File: src/rtl/mux8_arb_pkg.sv
// Shared constants and state type for the 8-way round-robin mux arbiter.
package mux8_arb_pkg;

    localparam int unsigned N_REQ = 8;
    localparam int unsigned SEL_W = 3;

    typedef enum logic {IDLE, BUSY} arb_state_t;

endpackage

File: src/rtl/mux8_rr_arbiter_if.sv
// Requester-side and consumer-side stream bundle of the round-robin mux arbiter.
interface mux8_rr_arbiter_if #(
    parameter int unsigned DATA_W = 8
);
    import mux8_arb_pkg::*;

    logic [N_REQ-1:0]        req_valid;
    logic [N_REQ*DATA_W-1:0] req_data;
    logic [N_REQ-1:0]        req_last;
    logic [N_REQ-1:0]        req_ready;
    logic                    out_valid;
    logic [DATA_W-1:0]       out_data;
    logic                    out_last;
    logic                    out_ready;
    logic [SEL_W-1:0]        sel;
    logic                    busy;

    modport master (
        output req_valid, req_data, req_last, out_ready,
        input  req_ready, out_valid, out_data, out_last, sel, busy
    );

    modport slave (
        input  req_valid, req_data, req_last, out_ready,
        output req_ready, out_valid, out_data, out_last, sel, busy
    );

endinterface

File: src/rtl/rr_pick8.sv
// Rotating-priority picker: first set request searching circularly from ptr.
module rr_pick8
    import mux8_arb_pkg::*;
(
    input  logic [N_REQ-1:0] req,
    input  logic [SEL_W-1:0] ptr,
    output logic             any,
    output logic [SEL_W-1:0] idx
);

    logic [2*N_REQ-1:0] req_dbl;
    logic [N_REQ-1:0]   req_rot;
    logic               found;

    assign req_dbl = {req, req};
    assign req_rot = N_REQ'(req_dbl >> ptr);
    assign any     = |req;

    // Bit k of the rotated vector is requester ptr+k (mod 8).
    always_comb begin
        idx   = '0;
        found = 1'b0;
        for (int k = 0; k < N_REQ; k++) begin
            if (!found && req_rot[k]) begin
                idx   = ptr + SEL_W'(k);
                found = 1'b1;
            end
        end
    end

endmodule

File: src/rtl/mux8_rr_arbiter.sv
// Round-robin arbiter sharing one DATA_W-wide 8:1 stream mux among 8 requesters,
// holding the grant for a whole packet when LOCK_PKT is set.
module mux8_rr_arbiter
    import mux8_arb_pkg::*;
#(
    parameter int unsigned DATA_W   = 8,
    parameter bit          LOCK_PKT = 1'b1
) (
    input  logic               clk,
    input  logic               rst,
    mux8_rr_arbiter_if.slave   bus
);

    arb_state_t        state;
    logic [SEL_W-1:0]  ptr;
    logic [SEL_W-1:0]  sel_q;

    logic              pick_any;
    logic [SEL_W-1:0]  pick_idx;

    logic              busy_c;
    logic              out_valid_c;
    logic              out_last_c;
    logic [DATA_W-1:0] out_data_c;
    logic [N_REQ-1:0]  req_ready_c;
    logic              beat_c;
    logic              release_c;

    rr_pick8 u_pick (
        .req (bus.req_valid),
        .ptr (ptr),
        .any (pick_any),
        .idx (pick_idx)
    );

    assign busy_c      = (state == BUSY);
    assign out_valid_c = busy_c & bus.req_valid[sel_q];
    assign out_last_c  = out_valid_c & bus.req_last[sel_q];
    assign beat_c      = out_valid_c & bus.out_ready;
    assign release_c   = beat_c & (out_last_c | ~LOCK_PKT);

    // Steering only while a grant is held, so everything reads 0 in reset/IDLE.
    always_comb begin
        out_data_c  = '0;
        req_ready_c = '0;
        if (busy_c) begin
            out_data_c         = bus.req_data[int'(sel_q)*DATA_W +: DATA_W];
            req_ready_c[sel_q] = bus.out_ready;
        end
    end

    always_ff @(posedge clk or posedge rst) begin
        if (rst) begin
            state <= IDLE;
            ptr   <= '0;
            sel_q <= '0;
        end else begin
            case (state)
                IDLE: begin
                    if (pick_any) begin
                        sel_q <= pick_idx;
                        state <= BUSY;
                    end
                end
                BUSY: begin
                    if (release_c) begin
                        ptr   <= sel_q + SEL_W'(1);
                        state <= IDLE;
                    end
                end
                default: state <= IDLE;
            endcase
        end
    end

    assign bus.out_valid = out_valid_c;
    assign bus.out_data  = out_data_c;
    assign bus.out_last  = out_last_c;
    assign bus.req_ready = req_ready_c;
    assign bus.sel       = sel_q;
    assign bus.busy      = busy_c;

endmodule

File: src/flat_wrapper.sv
// flat-port wrapper written by rule: the top's interface ports become plain ports
module mux8_rr_arbiter_flat import mux8_arb_pkg::*;
#(
    parameter int unsigned DATA_W   = 8,
    parameter bit          LOCK_PKT = 1'b1
)
  (clk, rst, bus_req_valid, bus_req_data, bus_req_last, bus_out_ready, bus_req_ready, bus_out_valid, bus_out_data, bus_out_last, bus_sel, bus_busy);
  mux8_rr_arbiter_if #(.DATA_W(DATA_W)) bus_i ();
  input  logic clk;
  input  logic rst;
  input wire logic [$bits(bus_i.req_valid)-1:0] bus_req_valid;
  input wire logic [$bits(bus_i.req_data)-1:0] bus_req_data;
  input wire logic [$bits(bus_i.req_last)-1:0] bus_req_last;
  input wire logic [$bits(bus_i.out_ready)-1:0] bus_out_ready;
  output wire logic [$bits(bus_i.req_ready)-1:0] bus_req_ready;
  output wire logic [$bits(bus_i.out_valid)-1:0] bus_out_valid;
  output wire logic [$bits(bus_i.out_data)-1:0] bus_out_data;
  output wire logic [$bits(bus_i.out_last)-1:0] bus_out_last;
  output wire logic [$bits(bus_i.sel)-1:0] bus_sel;
  output wire logic [$bits(bus_i.busy)-1:0] bus_busy;
  assign bus_i.req_valid = bus_req_valid;
  assign bus_i.req_data = bus_req_data;
  assign bus_i.req_last = bus_req_last;
  assign bus_i.out_ready = bus_out_ready;
  assign bus_req_ready = bus_i.req_ready;
  assign bus_out_valid = bus_i.out_valid;
  assign bus_out_data = bus_i.out_data;
  assign bus_out_last = bus_i.out_last;
  assign bus_sel = bus_i.sel;
  assign bus_busy = bus_i.busy;
  mux8_rr_arbiter #(.DATA_W(DATA_W), .LOCK_PKT(LOCK_PKT)) u_core (.clk(clk), .rst(rst), .bus(bus_i));
endmodule
File: config.mk
export PLATFORM = sky130hd
export DESIGN_NAME = mux8_rr_arbiter_flat
export DESIGN_NICKNAME = d
export VERILOG_FILES = /design/src/rtl/mux8_arb_pkg.sv /design/src/rtl/mux8_rr_arbiter_if.sv /design/src/rtl/rr_pick8.sv /design/src/rtl/mux8_rr_arbiter.sv /design/src/flat_wrapper.sv
export SDC_FILE = /design/constraint.sdc
export NUM_CORES = 1
export LEC_CHECK = 0
export CAP_MARGIN = 0
export CORE_MARGIN = 2
export CORE_UTILIZATION = 43
export DETAILED_ROUTE_END_ITERATION = 7
export PLACE_DENSITY = 0.88
export SLEW_MARGIN = 5
export SYNTH_ARGS = -nofsm -noshare
export SYNTH_HDL_FRONTEND = slang
export SYNTH_SLANG_ARGS = --single-unit
export TNS_END_PERCENT = 5
File: constraint.sdc
create_clock -name clk -period 7.2 [get_ports clk]
set_input_delay 1.08 -clock clk [delete_from_list [all_inputs] [get_ports clk]]
set_output_delay 1.08 -clock clk [all_outputs]
set_load 0.1 [all_outputs]
[Word level (Yosys, flattened, before mapping)]
Index checks and enable logic that the tools add are counted.
Cells by class
  $add $sub $neg: 8
  multipliers: 0
  divide/modulo/power cells: 0
  order comparisons: 2
  equal/unequal tests: 0
  shift-type cells: 2
  mux-type cells: 26
  bitwise operators: 6
  reductions and logical operators: 18
Operators by type and width (number)
  $shiftx A64 B7 Y8: 1
  $mux W3: 8
  $mux W8: 2
  $shr A16 B3 Y8: 1
  $add A3 B3 Y3 const B: 4
  $mux W1: 12
  $and A8 B8 Y8: 1
  $logic_and A1 B1 Y1: 8
  $reduce_or A8 Y1: 1
  $logic_not A1 Y1: 7
  $add A3 B1 Y3 const B: 2
  $add A3 B2 Y3 const B: 2
  $bmux W1 S3: 2
  $and A1 B1 Y1: 4
  $lt A3 B4 Y1 const B: 1
  $reduce_and A2 Y1: 2
  $demux W1 S3: 1
  $ge A3 B1 Y1 const B: 1
  $pmux W1 S2: 1
  $not A1 Y1: 1
Storage, ports and cells
  register bits after elaboration: 7
  latch bits: 0
  bits in writable memories: 0
  bits in read-only memories: 0
  bits of input ports: 83
  output and inout bits: 22
  logic and storage cells: 65
  memories: 0

[Longest topological paths before layout]
Gate-level depths: netlist of the first run.
  depth in word-level cells: 23
  depth in mapped cells: 11
  gate-level depth less buffers: 8

[Hierarchy]
From an unflattened synthesis of the first run, not the netlist that was laid out.
Unflattened totals
  cells, all modules: 217
  area, all modules: 1995.7 um2
By module, submodules not included
  mux8_rr_arbiter: times used 1, cells each 112, area an instance 1098.6 um2, seq. area each 175.2 um2
  rr_pick8: times used 1, cells each 105, area an instance 897.1 um2, seq. area each 0.0 um2

[Worst setup path after synthesis of the first run]
Ideal clock, no wire load.
  path kind: flip-flop to output port
  start point: reg u_core.sel_q[1], in the netlist u_core.bus.sel[1]
  end point: out bus_out_last
  data arrival time: 4.462 ns
  setup slack: 1.658 ns
  stages on the path, launching flop included: 6
  path buffers: 1
  cell sequence: dfrtp_1 > buf_2 > mux4_2 > mux2i_1 > nor2b_1 > nor2b_1
On the way
  cells in the longest elaborated chain, start to end: 4
  elaborated cells between the ends (all ways): 6
Ends and longest elaborated chain
  start, declared: RTL line mux8_rr_arbiter.sv:16  | logic [SEL_W-1:0] sel_q;
  start signal, assigned: RTL line mux8_rr_arbiter.sv:61  | sel_q <= pick_idx;
  $bmux W1 S3: RTL line mux8_rr_arbiter.sv:37  | assign out_valid_c = busy_c & bus.req_valid[sel_q];
  $mux W1 (not written as such): RTL line mux8_rr_arbiter.sv:37
  $and A1 B1 Y1: RTL line mux8_rr_arbiter.sv:37
  named net bus_out_valid: RTL line flat_wrapper.sv:16  | output wire logic [$bits(bus_i.out_valid)-1:0] bus_out_valid;
  $and A1 B1 Y1: RTL line mux8_rr_arbiter.sv:38  | assign out_last_c = out_valid_c & bus.req_last[sel_q];
  end, declared: RTL line flat_wrapper.sv:18  | output wire logic [$bits(bus_i.out_last)-1:0] bus_out_last;
The timed path passes the listed nets, and every way through them passes these cells. The select of a mux whose other input is x is not followed.

[Worst setup path after layout of the first run]
  start point: in bus_req_valid[4]
  end point: out bus_out_last
On the way
  cells in the longest elaborated chain, start to end: 4
Ends and longest elaborated chain
  start, declared: RTL line flat_wrapper.sv:11  | input wire logic [$bits(bus_i.req_valid)-1:0] bus_req_valid;
  $bmux W1 S3: RTL line mux8_rr_arbiter.sv:37
  $mux W1 (not written as such): RTL line mux8_rr_arbiter.sv:37
  $and A1 B1 Y1: RTL line mux8_rr_arbiter.sv:37
  $and A1 B1 Y1: RTL line mux8_rr_arbiter.sv:38
Every way passes these cells. The select of a mux whose other input is x is not followed.

==> summary.txt, run 1 <==
Outcome
  • Outcome: completed

Timing
  • Slew @ Worst Pin: 1.081 ns
  • Worst rel slew slack: 0.2793
  • Hold Fails Final Rpt: 0
  • Fin worst setup slack: between 2 and 3 ns
  • Worst Clk Skew: around 0.006 ns
  • Hold Slack: just under 0.7 ns
  • Final period util: 0.6481
  • Setup_tns: 0 ns
  • Final setup violating endpoints: 0
  • Unrepaired setup endpoints after global routing: false
  • Final critical-path required period: ~4.7 ns
  • Slew Viols, Final: 0
  • Peak Freq: around 210 MHz

Power
  • Pwr/cell area: around 500 nW/um^2
  • Net Sw Frac: 0.6175
  • Post-layout power: 1.485 mW
  • Psw: 917.0 uW
  • VDD IR max: around 0.0003 V
  • Logic pwr share: 0.843
  • Flop pwr share: 0.118
  • Leak Pwr: between 1 and 1.5 nW
  • Clock network fraction of total power: 0.039
  • P_int: about 570 uW

Critical path
  • Setup crit start: bus_req_valid[4]
  • Critical Path RT: approximately 6.1 ns
  • CP Capture Type: output port
  • WS Path Type: in2out
  • Slowest stage delay, CP: 1.16 ns
  • Worst Path Arrival: 3.59 ns
  • CP Max Fanout: 8
  • Crit-path cells: clkdlybuf4s50_1 -> mux4_2 -> mux2i_1 -> nor2b_1 -> nor2b_1 -> clkdlybuf4s50_1
  • CP bufs+invs: 2
  • Slowest CP cell: clkdlybuf4s50_1
  • Reg2reg start: u_core.ptr[1]
  • Top delay family on crit path: buffers and inverters
  • Startpoint Class: input port

Synth
  • Mapped Area: 1892 um^2
  • Synth warn: 0
  • XOR/XNOR Fraction of Synth Area: 0.01389
  • Synth Area in Compound Gates: 0.1402
  • Ys flop type: dfrtp_1
  • Mux contribution to synthesized area: 0.4914
  • Unique masters post-synth: 53
  • Largest family of logic cells by synthesized area: multiplexers
  • Post-synth EDFFs: 0
  • #FFs+latches synth: 7
  • Seq/Total Area, Yosys: 0.09259
  • Syn_area_per_cell: 9.702 um^2
  • Asr flop ratio synth: 1.000
  • Cells after Synth: 195
  • Post-synth net total: between 200 and 300
  • Simple logic cell fraction of the synthesized area: 0.1892
  • Adder-cell share of the synthesized area: 0.01984

Clock tree
  • Max clock buf depth: 2
  • Post-CTS resize count: 0
  • CTS tree: built
  • Clk slew on worst S/H paths: around 0.04 ns
  • CTS Root Cell: clkbuf_8
  • Hold Buf Count CTS: 0
  • Post-CTS Setup Bufs: 0
  • Skew-Pair Late Insertion Delay: about 0.24 ns
  • H-tree depth: 1
  • Clock Sinks: 7
  • TritonCTS Buffers: 3

Layout
  • Commonest non-fill, non-tap cell in the layout: clkdlybuf4s50_1
  • Most frequent cells in the layout: clkdlybuf4s50_1 (104), mux4_2 (23), mux2i_1 (20), nand2_1 (14), nor2_1 (13)
  • Finished Core Util: 0.6914
  • Area Overhead vs Synth: 56.94%
  • Nets: 375
  • Share of cells above drive strength 1: 0.1563
  • Antenna diodes: 0

GRT
  • Vias in the first global route: roughly 2000
  • First-pass GRT wire length: between 10 and 15 mm
  • GRT Overall Usage: 0.2668
  • Congestion Overflow GR: 0
  • Largest net degree at the start of global routing: 29
  • Initial antenna violation count: 0

Route
  • Routed wire per std cell: a little under 20 um
  • Routed vias/inst: between 6 and 7
  • Via Count: approximately 2100
  • Drc violations: 0
  • Routed Antenna Nets: 0
  • Iteration-0 DRC Markers: 197
  • First-pass DRT Iterations: 5
  • Total wire length: 6.639 mm

Floorplan
  • Die Wd: approximately 70 um
  • Core Area: ~4300 um^2
  • Die Area: just under 5000 um^2
  • Initial Util: 0.4406
  • Ports: ~110
  • Height of the die: 70.33 um
  • Number of core rows: 24

Placement
  • GPL Wtd Cong: slightly above 0.9
  • Dpl ws: 2.540 ns
  • Post-DP HPWL: 5.232 mm
  • Number of port buffers: around 100

Hold path
  • Hold Crit Class: reg2reg
  • Hold Startpoint: u_core.bus.sel[0]

Job
  • Max-cap violations: 0
-- per-layer routing --
layer  vias up  GRT usage  wire length [um]
met1      1017     0.3379              2571
li1        961          -                 -
met3         8    0.03608               370
met5         -          0                 0
met4         0    0.06624                87
met2        91     0.4769              3609
-- tightest hold or removal path: stages (launching register included) --
cell and delay [ns]:
dfrtp_1 0.49, nand2_1 0.10, o21ai_1 0.06
-- final timing paths --
path	slack [ns]	to	cells after the start
worst max-delay path	2.53	bus_out_last	6
worst min-delay path	0.69	u_core.bus.sel[0]	2
worst max register to register	3.90	u_core.bus.sel[2]	7
worst min register to register	0.69	u_core.bus.sel[0]	2
max in group asynchronous	5.90	u_core.bus.sel[1]	2
min in group asynchronous	1.08	u_core.ptr[1]	2
-- kinds of logic (layout without fill, tap and decap cells) --
family / Yosys count / count (layout)
AOI/OAI and AO/OA: 40 / 40
xor gates and xnor gates: 3 / 3
adders and majority gates: 3 / 3
buffers and inverters: 21 / 114
DFF: 7 / 7
muxes: 57 / 57
and+or+nand+nor: 64 / 64
-- metrics by stage --
stage | cells | area [um^2]
after floorplan | 195 | 1892
after global placement | 336 | 2924
after detailed placement | 336 | 2924
after CTS | 340 | 2969
after global routing | 340 | 2969
final | 340 | 2969
-- Yosys cell counts (2+ instances only) --
master    number  area (um^2)
nand2b_1       6        37.54
xnor2_1        2        17.52
nand2_1       14        52.55
or3b_2         2        17.52
buf_2          2        10.01
mux2i_1       20        200.2
a31oi_1        3        18.77
a211oi_1       3        22.52
mux2i_2        2        27.53
inv_1          3        11.26
nor3_1         5        25.02
nor2b_1       11        68.82
mux4_2        23        518.0
a211o_1        2        17.52
clkbuf_1       9        33.78
a21oi_1        6        30.03
buf_1          3        11.26
mux2_2         8        90.09
dfrtp_1        7        175.2
nand3_1        4        20.02
mux4_1         3        78.83
nor2_1        13        48.80
o21ai_0       11        55.05
ha_1           3        37.54
nor4_1         2        12.51
-- sequential cells by signal, summed over array words and instances (netlist names) --
register         flops
u_core.ptr           3
u_core.bus.busy      1
u_core.bus.sel       3
-- cell type report --
| class | count | area [um^2] |
|---|---|---|
| Clock buffer | 4 | 45.04 |
| Fill cell | 315 | 1325 |
| Inverter | 5 | 18.77 |
| Multi-Input combinational cell | 167 | 1617 |
| Sequential cell | 7 | 175.2 |
| Tap cell | 52 | 65.06 |
| Timing Repair Buffer | 105 | 1049 |
-- power by group through the flow --
stage | sequential [mW] | combinational (mW) | clock [mW]
floorplan | 0.146 | 1.01 | 0
finish | 0.175 | 1.25 | 0.0579
CTS | 0.176 | 1.25 | 0.0581
detailed placement | 0.176 | 1.24 | 0
global placement | 0.173 | 1.22 | 0
global route | 0.185 | 1.32 | 0.0602
Note: power is estimated with default switching activity, not from simulation.
==> inputs of run 2 (changes only) <==
--- a/config.mk
+++ b/config.mk
@@ -7,9 +7,9 @@
 export LEC_CHECK = 0
 export CAP_MARGIN = 0
 export CORE_MARGIN = 2
-export CORE_UTILIZATION = 43
+export CORE_UTILIZATION = 36
 export DETAILED_ROUTE_END_ITERATION = 7
-export PLACE_DENSITY = 0.88
+export PLACE_DENSITY = 0.79
 export SLEW_MARGIN = 5
 export SYNTH_ARGS = -nofsm -noshare
 export SYNTH_HDL_FRONTEND = slang
==> constraint.sdc (replaced) <==
create_clock -name clk -period 4.1 [get_ports clk]
set_input_delay 0.615 -clock clk [delete_from_list [all_inputs] [get_ports clk]]
set_output_delay 0.615 -clock clk [all_outputs]
set_load 0.1 [all_outputs]
==> run 2 against run 1 <==
First-iteration DRC count shrank 2.0%. Via count shrank 2.1%. Power grew 72%. Final area shrank 0.42%. Worst hold slack lost 0.067 ns. Worst setup slack lost 1.6 ns. Critical endpoint is now u_core.bus.sel[2]. Largest power group unchanged.
==> summary.txt, run 2 (synthesis gave the netlist of run 1 again) <==
Critical path
  • Reg2reg start: u_core.ptr[1]
  • CP Max Fanout: 25 (+17)
  • FF-to-FF End: u_core.bus.sel[2]
  • R2r setup slk: 0.90 ns (-3.00 ns)
  • Worst-case reg-to-reg path depth: 6 (-1)
  • Worst Path Arrival: 3.29 ns (-0.30 ns)
  • Critical Path RT: 4.20 ns (-1.92 ns)
  • Startpoint Class: flip-flop
  • CP Capture Type: flip-flop
  • WS Path Type: reg2reg

Timing
  • Slew Viols, Final: 0 (unchanged)
  • Final critical-path required period: about 3.2 ns
  • Unrepaired setup endpoints after global routing: false
  • Worst Clk Skew: 0.003969 ns (-0.002026 ns)
  • Slew @ Worst Pin: 1.016 ns (-0.06536 ns)
  • Final period util: 0.7795
  • Final setup violating endpoints: 0 (unchanged)
  • Hold Fails Final Rpt: 0 (unchanged)
  • Peak Freq: approximately 310 MHz
  • Worst rel slew slack: 0.3228 (+0.04357)

Clock tree
  • CTS Root Cell: clkbuf_8
  • Max clock buf depth: 2 (unchanged)
  • Post-CTS Setup Bufs: 0 (unchanged)
  • Hold Buf Count CTS: 0 (unchanged)
  • Post-CTS resize count: 0 (unchanged)
  • Clk slew on worst S/H paths: 0.04 ns (about the same)
  • TritonCTS Buffers: 3 (unchanged)
  • Clock Sinks: 7 (unchanged)
  • Skew-Pair Late Insertion Delay: 0.23 ns (about the same)
  • H-tree depth: 1 (unchanged)
  • CTS tree: built

Placement
  • Placed cell count: 355 (+5.7%)
  • Number of port buffers: 104 (unchanged)
  • Post-DP HPWL: 5.219 mm (-0.26%)
  • GPL Wtd Cong: 0.8731 (-6.6%)

Floorplan
  • Die Area: 5851 um^2 (+18%)
  • Number of core rows: 26 (+8.3%)
  • Ports: 105 (unchanged)
  • Die Wd: 76.49 um (+8.8%)
  • Initial Util: 0.3728 (-0.06778)
  • Height of the die: 76.49 um (+8.8%)
  • Core Area: 5075 um^2 (+18%)

GRT
  • Vias in the first global route: 1938 (-2.8%)
  • Largest net degree at the start of global routing: 26 (-10%)
  • First-pass GRT wire length: 10.05 mm (-4.2%)
  • GRT Overall Usage: 0.2142 (-0.05262)
  • Initial antenna violation count: 0 (unchanged)
  • Congestion Overflow GR: 0 (unchanged)

Power
  • Post-layout power: 2.555 mW (+72%)
  • Pwr/cell area: 864.2 nW/um^2 (+73%)
  • Leak Pwr: 1.155 nW (+3.4%)
  • VDD IR max: 0.0007047 V (+130%)

Route
  • Routed wire per std cell: 17.77 um (-9.0%)
  • Routed vias/inst: 5.663 (-7.3%)
  • Routed Antenna Nets: 0 (unchanged)
  • Via Count: 2033 (-2.1%)
  • First-pass DRT Iterations: 4 (-1)
  • Drc violations: 0 (unchanged)
  • Total wire length: 6.379 mm (-3.9%)
  • Iteration-0 DRC Markers: 193 (-2.0%)

Job
  • Max-cap violations: 0 (unchanged)

Layout
  • Area Overhead vs Synth: 56.28%
  • Nets: 376 (+0.27%)
  • Commonest non-fill, non-tap cell in the layout: clkdlybuf4s50_1
  • Share of cells above drive strength 1: 0.2422 (+0.08596)
  • Antenna diodes: 0 (unchanged)
  • Most frequent cells in the layout: clkdlybuf4s50_1 (83), mux4_2 (23), buf_4 (23), mux2i_1 (20), nand2_1 (14)
  • Final cell count without fillers: 359 (+5.6%)

Hold path
  • Hold Crit Class: in2async

Outcome
  • Outcome: completed
[run 2: where the power goes]
| part | total, mW | internal (mW) | switching [mW] |
|---|---|---|---|
| Combinational | 2.18 | 0.799 | 1.38 |
| Sequential | 0.280 | 0.0994 | 0.181 |
| Clock | 0.0953 | 0.0671 | 0.0281 |
| Total | 2.56 | 0.966 | 1.59 |
[run 2: worst max-delay path, cell delays in order (launching register included)]
cell and delay (ns):
dfrtp_1 1.00, mux4_1 0.66, mux2_4 0.31, or3_4 0.44, nor4_4 0.37, a31oi_1 0.13
a21boi_1 0.15
[run 2: layout make-up]
cell class,instances,area [um^2]
sequential,7,175.2
fill,451,2118
tap,70,87.58
timing repair buffer,106,1003
clock buffer,4,45.04
multi-input combinational,167,1627
inverter,5,18.77
[run 2: how the worst max path moves through the flow]
| stage | start | endpoint | depth (start not counted) |
|---|---|---|---|
| 2_1_floorplan | u_core.bus.sel[0] | bus_req_ready[0] | 4 |
| 3_3_place_gp | bus_req_valid[4] | u_core.bus.sel[2] | 7 |
| 3_5_place_dp | bus_req_valid[4] | u_core.bus.sel[2] | 7 |
| 4_1_cts | u_core.ptr[1] | u_core.bus.sel[2] | 6 |
| 5_1_grt | u_core.ptr[1] | u_core.bus.sel[2] | 7 |
| 6_report | u_core.ptr[1] | u_core.bus.sel[2] | 6 |
[run 2: routing by layer]
metal  track usage  wire (um)  up-vias
met4       0.05636        110        0
met5             0          0        -
met3       0.03318        304       10
met2        0.3699       3342       76
li1              -          -      959
met1        0.2799       2621      988
[run 2: metrics by stage]
stage                     setup TNS (ns)  utilization  instance area, um^2  hold WS (ns)  setup WS (ns)
after global routing                   0       0.5826                 2957        0.6742         0.6866
after floorplan                  -0.5562            -                 1902        0.4184        -0.1681
after global placement                 0       0.5737                 2912        0.7284         0.9058
final                                  0       0.5826                 2957        0.6200         0.9042
after CTS                              0       0.5826                 2957        0.6221         0.9068
after detailed placement               0       0.5737                 2912        0.7280         0.8456
==> inputs of run 3 (changes only) <==
--- a/config.mk
+++ b/config.mk
@@ -7,9 +7,9 @@
 export LEC_CHECK = 0
 export CAP_MARGIN = 0
 export CORE_MARGIN = 2
-export CORE_UTILIZATION = 36
+export CORE_UTILIZATION = 40
 export DETAILED_ROUTE_END_ITERATION = 7
-export PLACE_DENSITY = 0.79
+export PLACE_DENSITY = 0.83
 export SLEW_MARGIN = 5
 export SYNTH_ARGS = -nofsm -noshare
 export SYNTH_HDL_FRONTEND = slang
==> constraint.sdc (replaced) <==
create_clock -name clk -period 3.17 [get_ports clk]
set_input_delay 0.4755 -clock clk [delete_from_list [all_inputs] [get_ports clk]]
set_output_delay 0.4755 -clock clk [all_outputs]
set_load 0.1 [all_outputs]
==> run 3 against run 2 <==
Power is 50% higher. Worst setup slack worse by 0.65 ns. Sequential power is 2% lower. Clock skew is 0.0012 ns higher. Utilization is 12 points higher. Count of clock-buffer cells in the layout stayed put. Die area is 9.5% lower. Sequential share of layout area is 0.47 points lower. Largest cell class unchanged. Clock power is 35% higher. Combinational power is 57% higher. Final area is 9.5% higher.
==> summary.txt, run 3 (synthesis gave the netlist of run 1 again) <==
Layout
  • Commonest non-fill, non-tap cell in the layout: clkdlybuf4s50_1
  • Most frequent cells in the layout: clkdlybuf4s50_1 (82), mux4_2 (23), mux2i_1 (20), buf_4 (20)
  • Share of cells above drive strength 1: 0.3177 (+0.07551)
  • Final cell count without fillers: 353 (-1.7%)
  • Antenna diodes: 0 (unchanged)
  • Nets: 386 (+2.7%)
  • Area Overhead vs Synth: 71.10%
  • Fillers: 343 (-24%)

Critical path
  • Slowest CP cell: mux4_1
  • WS Path Type: in2reg
  • CP Max Fanout: 8 (-68%)
  • CP Capture Type: flip-flop
  • Worst Path Arrival: 3.02 ns (-0.27 ns)
  • Critical Path RT: 3.27 ns (-0.93 ns)
  • Slowest stage delay, CP: 0.56 ns (-0.44 ns)
  • Crit-path cells: clkdlybuf4s50_1 -> mux4_1 -> mux2_4 -> or3_4 -> nor4_4 -> a31oi_1 -> a21boi_1
  • Startpoint Class: input port

Route
  • Total wire length: 6.754 mm (+5.9%)
  • Iteration-0 DRC Markers: 136 (-30%)
  • Routed wire per std cell: 19.13 um (+7.7%)
  • Drc violations: 0 (unchanged)
  • Routed vias/inst: 5.924 (+4.6%)
  • Via Count: 2091 (+2.9%)
  • Routed Antenna Nets: 0 (unchanged)
  • First-pass DRT Iterations: 4 (unchanged)

Power
  • Leak Pwr: 1.282 nW (+11%)
  • VDD IR max: 0.001167 V (+66%)
  • Clock network fraction of total power: 0.034 (-0.003)
  • Pwr/cell area: 1185 nW/um^2 (+37%)
  • Flop pwr share: 0.072 (-0.038)
  • P_int: 1.615 mW (+67%)
  • Net Sw Frac: 0.5789 (-0.04325)
  • Logic pwr share: 0.895 (+0.042)
  • Psw: 2.220 mW (+40%)

GRT
  • Initial antenna violation count: 0 (unchanged)
  • Congestion Overflow GR: 0 (unchanged)
  • First-pass GRT wire length: 10.36 mm (+3.1%)
  • GRT Overall Usage: 0.2520 (+0.03780)
  • Largest net degree at the start of global routing: 22 (-15%)
  • Vias in the first global route: 2022 (+4.3%)

Placement
  • Number of port buffers: 104 (unchanged)
  • Placed cell count: 349 (-1.7%)
  • Post-DP HPWL: 5.476 mm (+4.9%)
  • GPL Wtd Cong: 1.013 (+16%)

Outcome
  • Outcome: completed

Clock tree
  • Post-CTS Setup Bufs: 0 (unchanged)
  • Hold Buf Count CTS: 0 (unchanged)
  • TritonCTS Buffers: 3 (unchanged)
  • Post-CTS resize count: 0 (unchanged)
  • H-tree depth: 1 (unchanged)
  • Skew-Pair Late Insertion Delay: 0.23 ns (about the same)
  • Max clock buf depth: 2 (unchanged)
  • CTS Root Cell: clkbuf_8
  • Clk slew on worst S/H paths: 0.04 ns (about the same)
  • CTS tree: built
  • Clock Sinks: 7 (unchanged)

Timing
  • Slew Viols, Final: 0 (unchanged)
  • Unrepaired setup endpoints after global routing: false
  • Hold Fails Final Rpt: 0 (unchanged)
  • Slew @ Worst Pin: 0.6838 ns (-0.3320 ns)
  • Final critical-path required period: between 2 and 3 ns
  • Hold Slack: 0.4861 ns (-0.1339 ns)
  • Worst rel slew slack: 0.5442 (+0.2213)
  • Final period util: 0.9195
  • Final setup violating endpoints: 0 (unchanged)
  • Peak Freq: 343.1 MHz
  • Worst Clk Skew: 0.005127 ns (+0.001158 ns)

Floorplan
  • Number of core rows: 25 (-3.8%)
  • Height of the die: 72.77 um (-4.9%)
  • Die Area: 5295 um^2 (-9.5%)
  • Initial Util: 0.4086 (+0.03587)
  • Die Wd: 72.77 um (-4.9%)
  • Core Area: 4629 um^2 (-8.8%)
  • Ports: 105 (unchanged)

Hold path
  • Hold Crit Class: in2async

Job
  • Max-cap violations: 0 (unchanged)
-- run 3: cell types whose count changed in the layout (fill, tap and decap cells not counted), sizes merged --
cell           before  now
clkdlybuf4s50      83   82
buf                23   34
-- run 3: final cells by class --
cell class	instances	area [um^2]	share of cell area
sequential	7	176.4	0.05450
inverter	5	18.77	0.005798
clock buffer	4	45.04	0.01392
timing repair buffer	116	1251	0.3865
tap	54	67.56	0.02087
multi-input combinational	167	1678	0.5184
-- run 3: routing by layer --
metal | vias up | wire length [um] | track usage
li1 | 985 | - | -
met1 | 1000 | 2814 | 0.3464
met2 | 93 | 3522 | 0.4202
met3 | 13 | 348 | 0.04558
met4 | 0 | 68 | 0.04527
met5 | - | 0 | 0
-- run 3: power by group through the flow --
stage	registers [mW]	clock network, mW	logic (mW)
final	0.275	0.129	3.43
after global placement	0.274	0	3.38
after floorplan	0.331	0	2.38
after CTS	0.273	0.130	3.42
after detailed placement	0.275	0	3.41
after global routing	0.291	0.138	3.59
-- run 3: path summary, 6_finish.rpt --
kind / start / depth (start not counted) / slack [ns] / endpoint
min in group clk: u_core.ptr[0] / 3 / 0.71 / u_core.ptr[0]
setup / recovery: bus_req_valid[6] / 7 / 0.26 / u_core.bus.sel[2]
hold / removal: rst / 2 / 0.49 / u_core.bus.sel[2]
max in group asynchronous: rst / 2 / 2.43 / u_core.ptr[1]
setup reg to reg: u_core.ptr[1] / 8 / 0.31 / u_core.bus.sel[2]
hold reg to reg: u_core.ptr[0] / 3 / 0.71 / u_core.ptr[0]
-- run 3: through the flow --
step / instance area [um^2] / power, mW / util / setup slack, ns / TNS, ns
2_1_floorplan: 1953 / 2.715 / - / -0.4307 / -4.902
5_1_grt: 3237 / 4.017 / 0.6992 / 0.1394 / 0
4_1_cts: 3236 / 3.825 / 0.6989 / 0.1363 / 0
6_report: 3237 / 3.836 / 0.6992 / 0.2553 / 0
3_5_place_dp: 3191 / 3.681 / 0.6892 / 0.07903 / 0
3_3_place_gp: 3191 / 3.657 / 0.6892 / 0.1368 / 0
-- run 3: worst max-delay path: cells and delay by family --
| family | cells | cell delay [ns] |
|---|---|---|
| mux | 2 | 0.88 |
| buf+inv | 1 | 0.54 |
| simple gates | 2 | 0.83 |
| compound gates | 2 | 0.30 |
